[config.mk]
export PLATFORM = sky130hd
export DESIGN_NAME = dmem_store_buffer
export DESIGN_NICKNAME = d
export VERILOG_FILES = /design/src/rtl/dmem_store_buffer.sv
export SDC_FILE = /design/constraint.sdc
export NUM_CORES = 1
export LEC_CHECK = 0
export ABC_AREA = 0
export CORE_MARGIN = 2
export CORE_UTILIZATION = 55
export DETAILED_ROUTE_END_ITERATION = 8
export GPL_TIMING_DRIVEN = 0
export HOLD_SLACK_MARGIN = 0.03
export MAX_ROUTING_LAYER = met4
export PLACE_DENSITY = 0.79
export REMOVE_ABC_BUFFERS = 1
export SETUP_SLACK_MARGIN = 0.15
export SLEW_MARGIN = 0
export SYNTH_ARGS = -nofsm -noshare
export SYNTH_HDL_FRONTEND = slang
export SYNTH_SLANG_ARGS = --single-unit
export TNS_END_PERCENT = 5
[constraint.sdc]
create_clock -name clk -period 6.38 [get_ports clk]
set_input_delay 0.638 -clock clk [delete_from_list [all_inputs] [get_ports clk]]
set_output_delay 0.638 -clock clk [all_outputs]
set_load 0.01 [all_outputs]
[src/rtl/dmem_store_buffer.sv]
// Data-memory store buffer.
// Stores are queued in a small FIFO and drained to the backing memory
// with a valid/ready handshake. Loads see the youngest buffered store
// to the same word; otherwise they see the backing memory's read data.
module dmem_store_buffer #(
    parameter int DEPTH = 4
) (
    input  logic                     clk,
    input  logic                     reset,
    input  logic                     MemWrite,
    input  logic [31:0]              ALUResult1,
    input  logic [31:0]              WriteData,
    output logic [31:0]              ReadData,
    output logic                     Stall,
    output logic                     Empty,
    output logic [$clog2(DEPTH):0]   Count,
    output logic [31:0]              mem_raddr,
    input  logic [31:0]              mem_rdata,
    output logic                     mem_wvalid,
    input  logic                     mem_wready,
    output logic [31:0]              mem_waddr,
    output logic [31:0]              mem_wdata
);

    localparam int AW = $clog2(DEPTH);
    localparam int CW = AW + 1;

    logic [29:0]      addr_q [DEPTH];
    logic [31:0]      data_q [DEPTH];
    logic [DEPTH-1:0] valid_q;
    logic [AW-1:0]    head_q;
    logic [AW-1:0]    tail_q;
    logic [CW-1:0]    count_q;
    logic [AW-1:0]    fwd_idx;
    logic             full;
    logic             enq;
    logic             deq;

    // Full/handshake decode; Stall depends only on occupancy, never on mem_wready.
    assign full       = (count_q == CW'(DEPTH));
    assign enq        = MemWrite && !full;
    assign deq        = (count_q != '0) && mem_wready;
    assign Stall      = MemWrite && full;
    assign Empty      = (count_q == '0);
    assign mem_wvalid = (count_q != '0);
    assign Count      = count_q;
    assign mem_raddr  = ALUResult1 & 32'hFFFF_FFFC;
    assign mem_waddr  = {addr_q[head_q], 2'b00};
    assign mem_wdata  = data_q[head_q];

    // Forwarding: walk entries oldest to youngest so the youngest match wins.
    always_comb begin
        ReadData = mem_rdata;
        fwd_idx  = '0;
        for (int i = 0; i < DEPTH; i++) begin
            fwd_idx = head_q + AW'(i);
            if (valid_q[fwd_idx] && (addr_q[fwd_idx] == mem_raddr[31:2])) begin
                ReadData = data_q[fwd_idx];
            end
        end
    end

    // Pointer, occupancy and valid-bit bookkeeping; reset discards everything at once.
    always_ff @(posedge clk or negedge reset) begin
        if (!reset) begin
            head_q  <= '0;
            tail_q  <= '0;
            count_q <= '0;
            valid_q <= '0;
        end else begin
            if (deq) begin
                head_q          <= head_q + 1'b1;
                valid_q[head_q] <= 1'b0;
            end
            if (enq) begin
                tail_q          <= tail_q + 1'b1;
                valid_q[tail_q] <= 1'b1;
            end
            if (enq && !deq) begin
                count_q <= count_q + 1'b1;
            end else if (deq && !enq) begin
                count_q <= count_q - 1'b1;
            end
        end
    end

    // Entry payload storage; left unreset because valid bits gate every use.
    always_ff @(posedge clk) begin
        if (enq) begin
            addr_q[tail_q] <= ALUResult1[31:2];
            data_q[tail_q] <= WriteData;
        end
    end

endmodule

==> metrics.txt, run 1 <==
wire length of the first global-routing pass ~80000 microns; worst hold margin between 400 and 500 ps; Post-synth ARST share 0.0425; CTS Buf Count 27; Worst Max-Slew Pin Slew 845 ps; synthesis-to-finish area growth 19.9%; sequential area share after synthesis 0.416; post-layout minimum cycle time 6170 ps; largest cells by area after synthesis edfxtp_1, mux4_2, mux2i_1, xnor2_1, buf_4; row cnt 67; CTS Root Buffer Type clkbuf_16; register area just under 8000 sq um; Pwr Density approximately 490 nW/um^2; post-synthesis average cell area roughly 15 sq um; Worst-path clk slew roughly 60 ps; Multi-input gate area 9930 sq um; dpl cells between 1500 and 2000; unrepaired setup endpoints after global routing yes; R2R cell count 9; period utilisation layout 0.966; Post-Route Skew around 17 ps; DRC Markers 0; wire length per cell approximately 28 microns; CTS tree yes; Post-Syn Instances about 1300; CP max-delay cell clkdlybuf4s50_1; Tightest Hold Check Type in -> async; Vias/cell 7.04; Most Frequent Cell on Critical Path buf_16; final cell count without fillers between 1500 and 2000; total routed wirelength 53900 microns; # fillers approximately 2400; input/output buffers roughly 230; routed via count roughly 13000; critical path, cell by cell buf_16 > inv_8 > ha_4 > buf_12 > buf_16 > mux4_2 > xnor2_1 > nor4_1 > nand3_1 > nor3_4 > buf_6 > nand4_1 > buf_4 > o211a_2 > a21boi_1 > clkdlybuf4s50_1; crit end category primary output; Antenna Nets Post-Route 0; initial cell density of the core 0.556; number of I/O pins 234; vias in the first global route between 10000 and 15000; H-tree depth 1; Arr. time, crit path 5530 ps; RR Startpoint Count[0]$_DFFE_PN0P_; Final setup viols 0; CP Max Fanout 35; post-route cell area around 22000 sq um; Area after DPL approximately 21000 sq um; Max-Cap Viols 0; Main synth FF type edfxtp_1; die outline width about 190 microns; top-count cell post-synth edfxtp_1; CP peak stage delay 550 ps; core footprint 33400 sq um; Crit Path Class reg -> out; total congestion overflow 0; die height about 190 microns; Worst Path Required between 5000 and 6000 ps; Startpoint Class register; GR Util met3 0.0384; worst vdd ir approximately 0.35 mV; peak-usage layer in the global routing report met2; leakage 7.61 nW; Warnings, synthesis 0; Achievable Freq ~160 MHz; Post-synth top cells edfxtp_1, mux4_2, mux2i_1; grt met1 use 0.415; Netlist cell types 72; DRT iter0 DRCs roughly 1700; CP delay by family, top buffers and inverters; #FFs+latches synth approximately 260; Worst R2R Setup Slack 4050 ps; Worst R2R End Count[2]$_DFFE_PN0P_; pin count of the biggest net entering global routing 65; clk buf depth 3; layout cell share with drive strength beyond 1 0.254; Slew headroom 0.435; met2 Use GR 0.487; number of antenna violations at the first check in global routing 0; clk_lat worst skew about 550 ps; Die Area around 35000 sq um; TritonCTS Sinks roughly 260; final hold vios 0; fin. max-slew vios 0; DR pass1 iterations 5; number of synthesized flops with an enable pin 248; Placer Congestion just over 0.9; HPWL Detailed roughly 35000 microns; WP buf/inv 7; final layout net count ~1500; run status finished, final reports clean; Synth top area share 0.401; Total GRT Usage 0.304; post-synth top area cell edfxtp_1; post-synthesis cell area 18600 sq um
## stage by stage
stage | setup WS, ps | TNS, ps | utilization | total power, mW
global route | 135 | 0 | 0.667 | 11.3
floorplan | -13790 | -666260 | - | 7.19
detailed placement | -2070 | -64930 | 0.627 | 8.98
CTS | 168 | 0 | 0.663 | 10.8
finish | 215 | 0 | 0.667 | 10.9
global placement | -23050 | -1147780 | 0.611 | 8.27
## what timing repair did
| item | 4_1_cts | 5_1_grt |
|---|---|---|
| hold buffers | 0 | 0 |
| gates resized for setup | 14 | 6 |
| pin swaps | 6 | 6 |
| cloned | 4 | 3 |
| endpoints found under the setup margin | 32 | 32 |
| buffers inserted | 19 | 7 |
## worst register-to-register path, cell delays in order, from the launching register on
cell     delay (ps)
dfrtp_1         440
or3_1           430
and2_1          280
inv_1            90
ha_1            170
inv_1            60
fa_1            370
xor2_1          170
nor2_1          120
xor2_1          150
## layout make-up
type,count,area share
Sequential cell,259,0.347
Inverter,22,0.00405
Timing Repair Buffer,277,0.141
Tap cell,448,0.0252
Antenna cell,2,0.000225
Multi-Input combinational cell,840,0.446
Clock inverter,15,0.00500
Clock buffer,33,0.0314
## worst max-delay path by stage
stage | cells past startpoint | slack, ps | startpoint | end
CTS | 15 | 170 | head_q[0]$_DFFE_PN0P_ | ReadData[24]
finish | 16 | 210 | head_q[0]$_DFFE_PN0P_ | ReadData[2]
floorplan | 10 | -13790 | head_q[0]$_DFFE_PN0P_ | ReadData[0]
global route | 17 | 130 | head_q[0]$_DFFE_PN0P_ | ReadData[28]
detailed placement | 12 | -2070 | head_q[0]$_DFFE_PN0P_ | ReadData[24]
global placement | 10 | -23050 | head_q[0]$_DFFE_PN0P_ | ReadData[7]
## power breakdown
part           total, mW  internal [mW]  switching, mW
clock network       1.48          0.817          0.663
registers           2.59           2.27          0.325
logic               6.81           3.48           3.33
## kinds of logic after synthesis
kind of cell,count (synthesis),share of synthesized area
and+or+nand+nor,185,0.0620
DFF,259,0.416
AOI/OAI and AO/OA,177,0.0752
xor gates and xnor gates,95,0.0448
buffers and inverters,175,0.0593
other,1,0.000202
adders and majority gates,10,0.00715
muxes,364,0.335
## layer usage
metal,share of wire,vias to the layer above
li1,-,5548
met1,0.38,6850
met2,0.49,850
met3,0.10,109
met4,0.031,0
met5,0,-
## cell usage in the layout, fill, tap and decap left out, types with 6 or more instances in the layout
master / count
edfxtp_1: 248
clkdlybuf4s50_1: 227
mux4_2: 199
mux2i_1: 144
xnor2_1: 69
nor2_1: 43
nand4_1: 40
o31ai_1: 33
a21boi_1: 33
nor3_2: 30
clkbuf_16: 28
xor2_1: 26
inv_1: 21
nand2_1: 21
buf_4: 17
mux2_2: 15
buf_16: 15
o22ai_1: 13
o21ai_0: 11
a21oi_1: 11
a22oi_1: 10
o32ai_1: 10
dfrtp_1: 9
nand3_1: 9
nor4_1: 8
ha_1: 8
buf_12: 8
and2_4: 6
a221oi_1: 6
nand2b_1: 6
clkbuf_1: 6
## sequential cells by signal, summed over array words and instances, names as in the netlist
| signal | count |
|---|---|
| addr_q | 120 |
| head_q | 2 |
| tail_q | 2 |
| data_q | 128 |
| Count | 3 |
| valid_q | 4 |
No activity file was read; power rests on OpenSTA's default activity.
==> run 2: changes to the inputs <==
- CORE_MARGIN: 2 -> default
- REMOVE_ABC_BUFFERS: 1 -> default
==> run 2 against run 1 <==
  * Clock skew shrank 4.2 ps
  * Flip-flop and latch count is the same
  * Hold slack lost 26 ps
  * Sequential power is essentially flat
  * Power grew 16%
  * Cell area grew 4.5%
  * Register-to-register slack lost 1800 ps
  * Final cell count grew 6.6%
  * First-iteration DRC count grew 44%
  * Largest cell class unchanged
  * Highest routed layer unchanged
==> metrics.txt, run 2 (synthesis results as in run 1) <==
HPWL Detailed 48500 microns (+40%); number of antenna violations at the first check in global routing 2 (+2); pin count of the biggest net entering global routing 50 (-23%); DRT iter0 DRCs 2380 (+44%); dpl cells 1942 (+7.1%); final cell count without fillers 2022 (+6.6%); Most Frequent Cell on Critical Path buf_12; PnR Total Power 12.6 mW (+16%); Worst R2R End head_q[1]$_DFFE_PN0P_; TritonCTS Sinks 259 (unchanged); clk_lat worst skew 590 ps (+40 ps); Die Area 34500 sq um (-2.1%); CTS tree yes; total congestion overflow 0 (unchanged); leakage 8.20 nW (+7.8%); run status finished, final reports clean; CTS Buf Count 30 (+11%); input/output buffers 227 (unchanged); Tightest Hold Check Type in -> async; core footprint 32900 sq um (-1.5%); wire length per cell 34.2 microns (+20%); Crit Path Class reg -> out; synthesis-to-finish area growth 25.3%; Flop pwr share 0.204 (-0.035); R2R cell count 20 (+11); Slew headroom 0.380 (-0.0557); critical path, cell by cell buf_12 > buf_12 > buf_16 > buf_12 > inv_6 > buf_12 > buf_12 > buf_12 > ha_4 > buf_8 > buf_12 > buf_16 > buf_16 > mux4_2 > a222oi_1 > o2111ai_2 > a221oi_2 > nand4b_4 > buf_12 > buf_12 > nor3_2 > o31ai_1 > a21boi_1 > dlygate4sd2_1; switching pwr 5.38 mW (+25%); Placer Congestion 1.04 (+13%); Worst-path clk slew 60 ps (about the same); Worst Max-Slew Pin Slew 931 ps (+86.1 ps); CTS Root Buffer Type clkbuf_16; final hold vios 0 (unchanged); row cnt 66 (-1.5%); Pint 7.24 mW (+10%); combinational share of power 0.645 (+0.020); number of I/O pins 234 (unchanged); initial cell density of the core 0.565 (+0.00843); CP Max Fanout 10 (-71%); Worst Path Required 5740 ps (about the same); Final setup viols 0 (unchanged); die outline width 186 microns (-1.1%); max reg flops 128 (unchanged); Post-Route Skew 12.4 ps (-4.22 ps); die height 186 microns (-1.1%); DRC Markers 0 (unchanged); Switching Fraction 0.426 (+0.0294); Arr. time, crit path 5660 ps (+130 ps); Area after DPL 21500 sq um (+2.8%); post-layout minimum cycle time 6300 ps (+133 ps); unrepaired setup endpoints after global routing yes; Total GRT Usage 0.417 (+0.113); period utilisation layout 0.987 (+0.0208); vias in the first global route 14100 (+11%); Antenna Nets Post-Route 0 (unchanged); Pwr Density 543 nW/um^2 (+11%); total routed wirelength 69100 microns (+28%); CP max-delay cell a222oi_1; CP peak stage delay 560 ps (about the same); final layout net count 1664 (+8.3%); WP buf/inv 15 (+8); most flop-heavy register data_q; most frequent cells in the layout edfxtp_1, mux4_2, clkdlybuf4s50_1; post-route cell area 23300 sq um (+4.5%); wire length of the first global-routing pass 98600 microns (+24%); Hold Buf Count CTS 0 (unchanged); fin. max-slew vios 0 (unchanged); RR Startpoint head_q[0]$_DFFE_PN0P_; CP delay by family, top buffers and inverters; Startpoint Class register; clock power share 0.151 (+0.015); Worst R2R Setup Slack 2240 ps (-1810 ps); layout cell share with drive strength beyond 1 0.308 (+0.0535); DR pass1 iterations 5 (unchanged); Vias/cell 7.32 (+3.9%); Achievable Freq 159 MHz (-2.1%); clk buf depth 3 (unchanged); H-tree depth 1 (unchanged); Regs by FF count data_q: 128 flops, addr_q: 120 flops, valid_q: 4 flops; routed via count 14800 (+11%); Max-Cap Viols 0 (unchanged); crit end category primary output; most common cell after layout, fill and taps aside edfxtp_1; worst vdd ir 0.480 mV (+37%)
run 2: cell types whose count changed in the layout (fill, tap and decap cells not counted), moves of 10 or more:
cell             previous run  this run
clkbuf_2                    0        11
buf_6                       5        15
clkbuf_1                    6        34
buf_2                       0        30
buf_4                      17        60
clkdlybuf4s50_1           227       195
dlygate4sd2_1               0        24
run 2: power groups by stage:
stage / clock network [mW] / registers [mW] / logic (mW)
floorplan: 0 / 2.50 / 4.80
global placement: 0 / 2.60 / 7.30
detailed placement: 0 / 2.58 / 7.37
CTS: 1.90 / 2.56 / 7.89
global route: 1.96 / 2.61 / 8.33
finish: 1.90 / 2.58 / 8.14
run 2: layout make-up:
type / instances / area (sq um)
Antenna cell: 2 / 5.00
Buffer: 153 / 1330
Clock buffer: 36 / 795
Clock inverter: 20 / 282
Fill cell: 2190 / 9610
Inverter: 22 / 87.6
Multi-Input combinational cell: 835 / 9940
Sequential cell: 259 / 7720
Tap cell: 442 / 553
Timing Repair Buffer: 253 / 2540
run 2: worst max path at each step:
| stage | startpoint | to | slack [ps] | cells past startpoint |
|---|---|---|---|---|
| floorplan | head_q[0]$_DFFE_PN0P_ | ReadData[0] | 900 | 21 |
| global placement | head_q[1]$_DFFE_PN0P_ | ReadData[1] | -2240 | 20 |
| detailed placement | head_q[1]$_DFFE_PN0P_ | ReadData[1] | -2360 | 21 |
| CTS | head_q[0]$_DFFE_PN0P_ | ReadData[8] | 130 | 24 |
| global route | head_q[0]$_DFFE_PN0P_ | ReadData[30] | 40 | 24 |
| finish | head_q[0]$_DFFE_PN0P_ | ReadData[30] | 80 | 24 |
run 2: routing by layer:
layer,share of wire,track usage
met1,0.39,0.592
met2,0.44,0.589
met3,0.13,0.102
met4,0.039,0.139
met5,0,-
run 2: repair_timing:
action,in CTS,in global routing
buffers inserted,20,1
gates cloned,1,0
gates resized for setup,139,33
pin swaps,13,6
setup endpoints to repair,33,32
run 2: metrics by stage:
step	worst slack [ps]	util	hold slack, ps	setup TNS (ps)
after global routing	41.8	0.708	450	0
final	82.1	0.708	400	0
after CTS	133	0.706	405	0
after detailed placement	-2360	0.655	532	-73720
after global placement	-2240	0.651	533	-69560
after floorplan	899	-	342	0
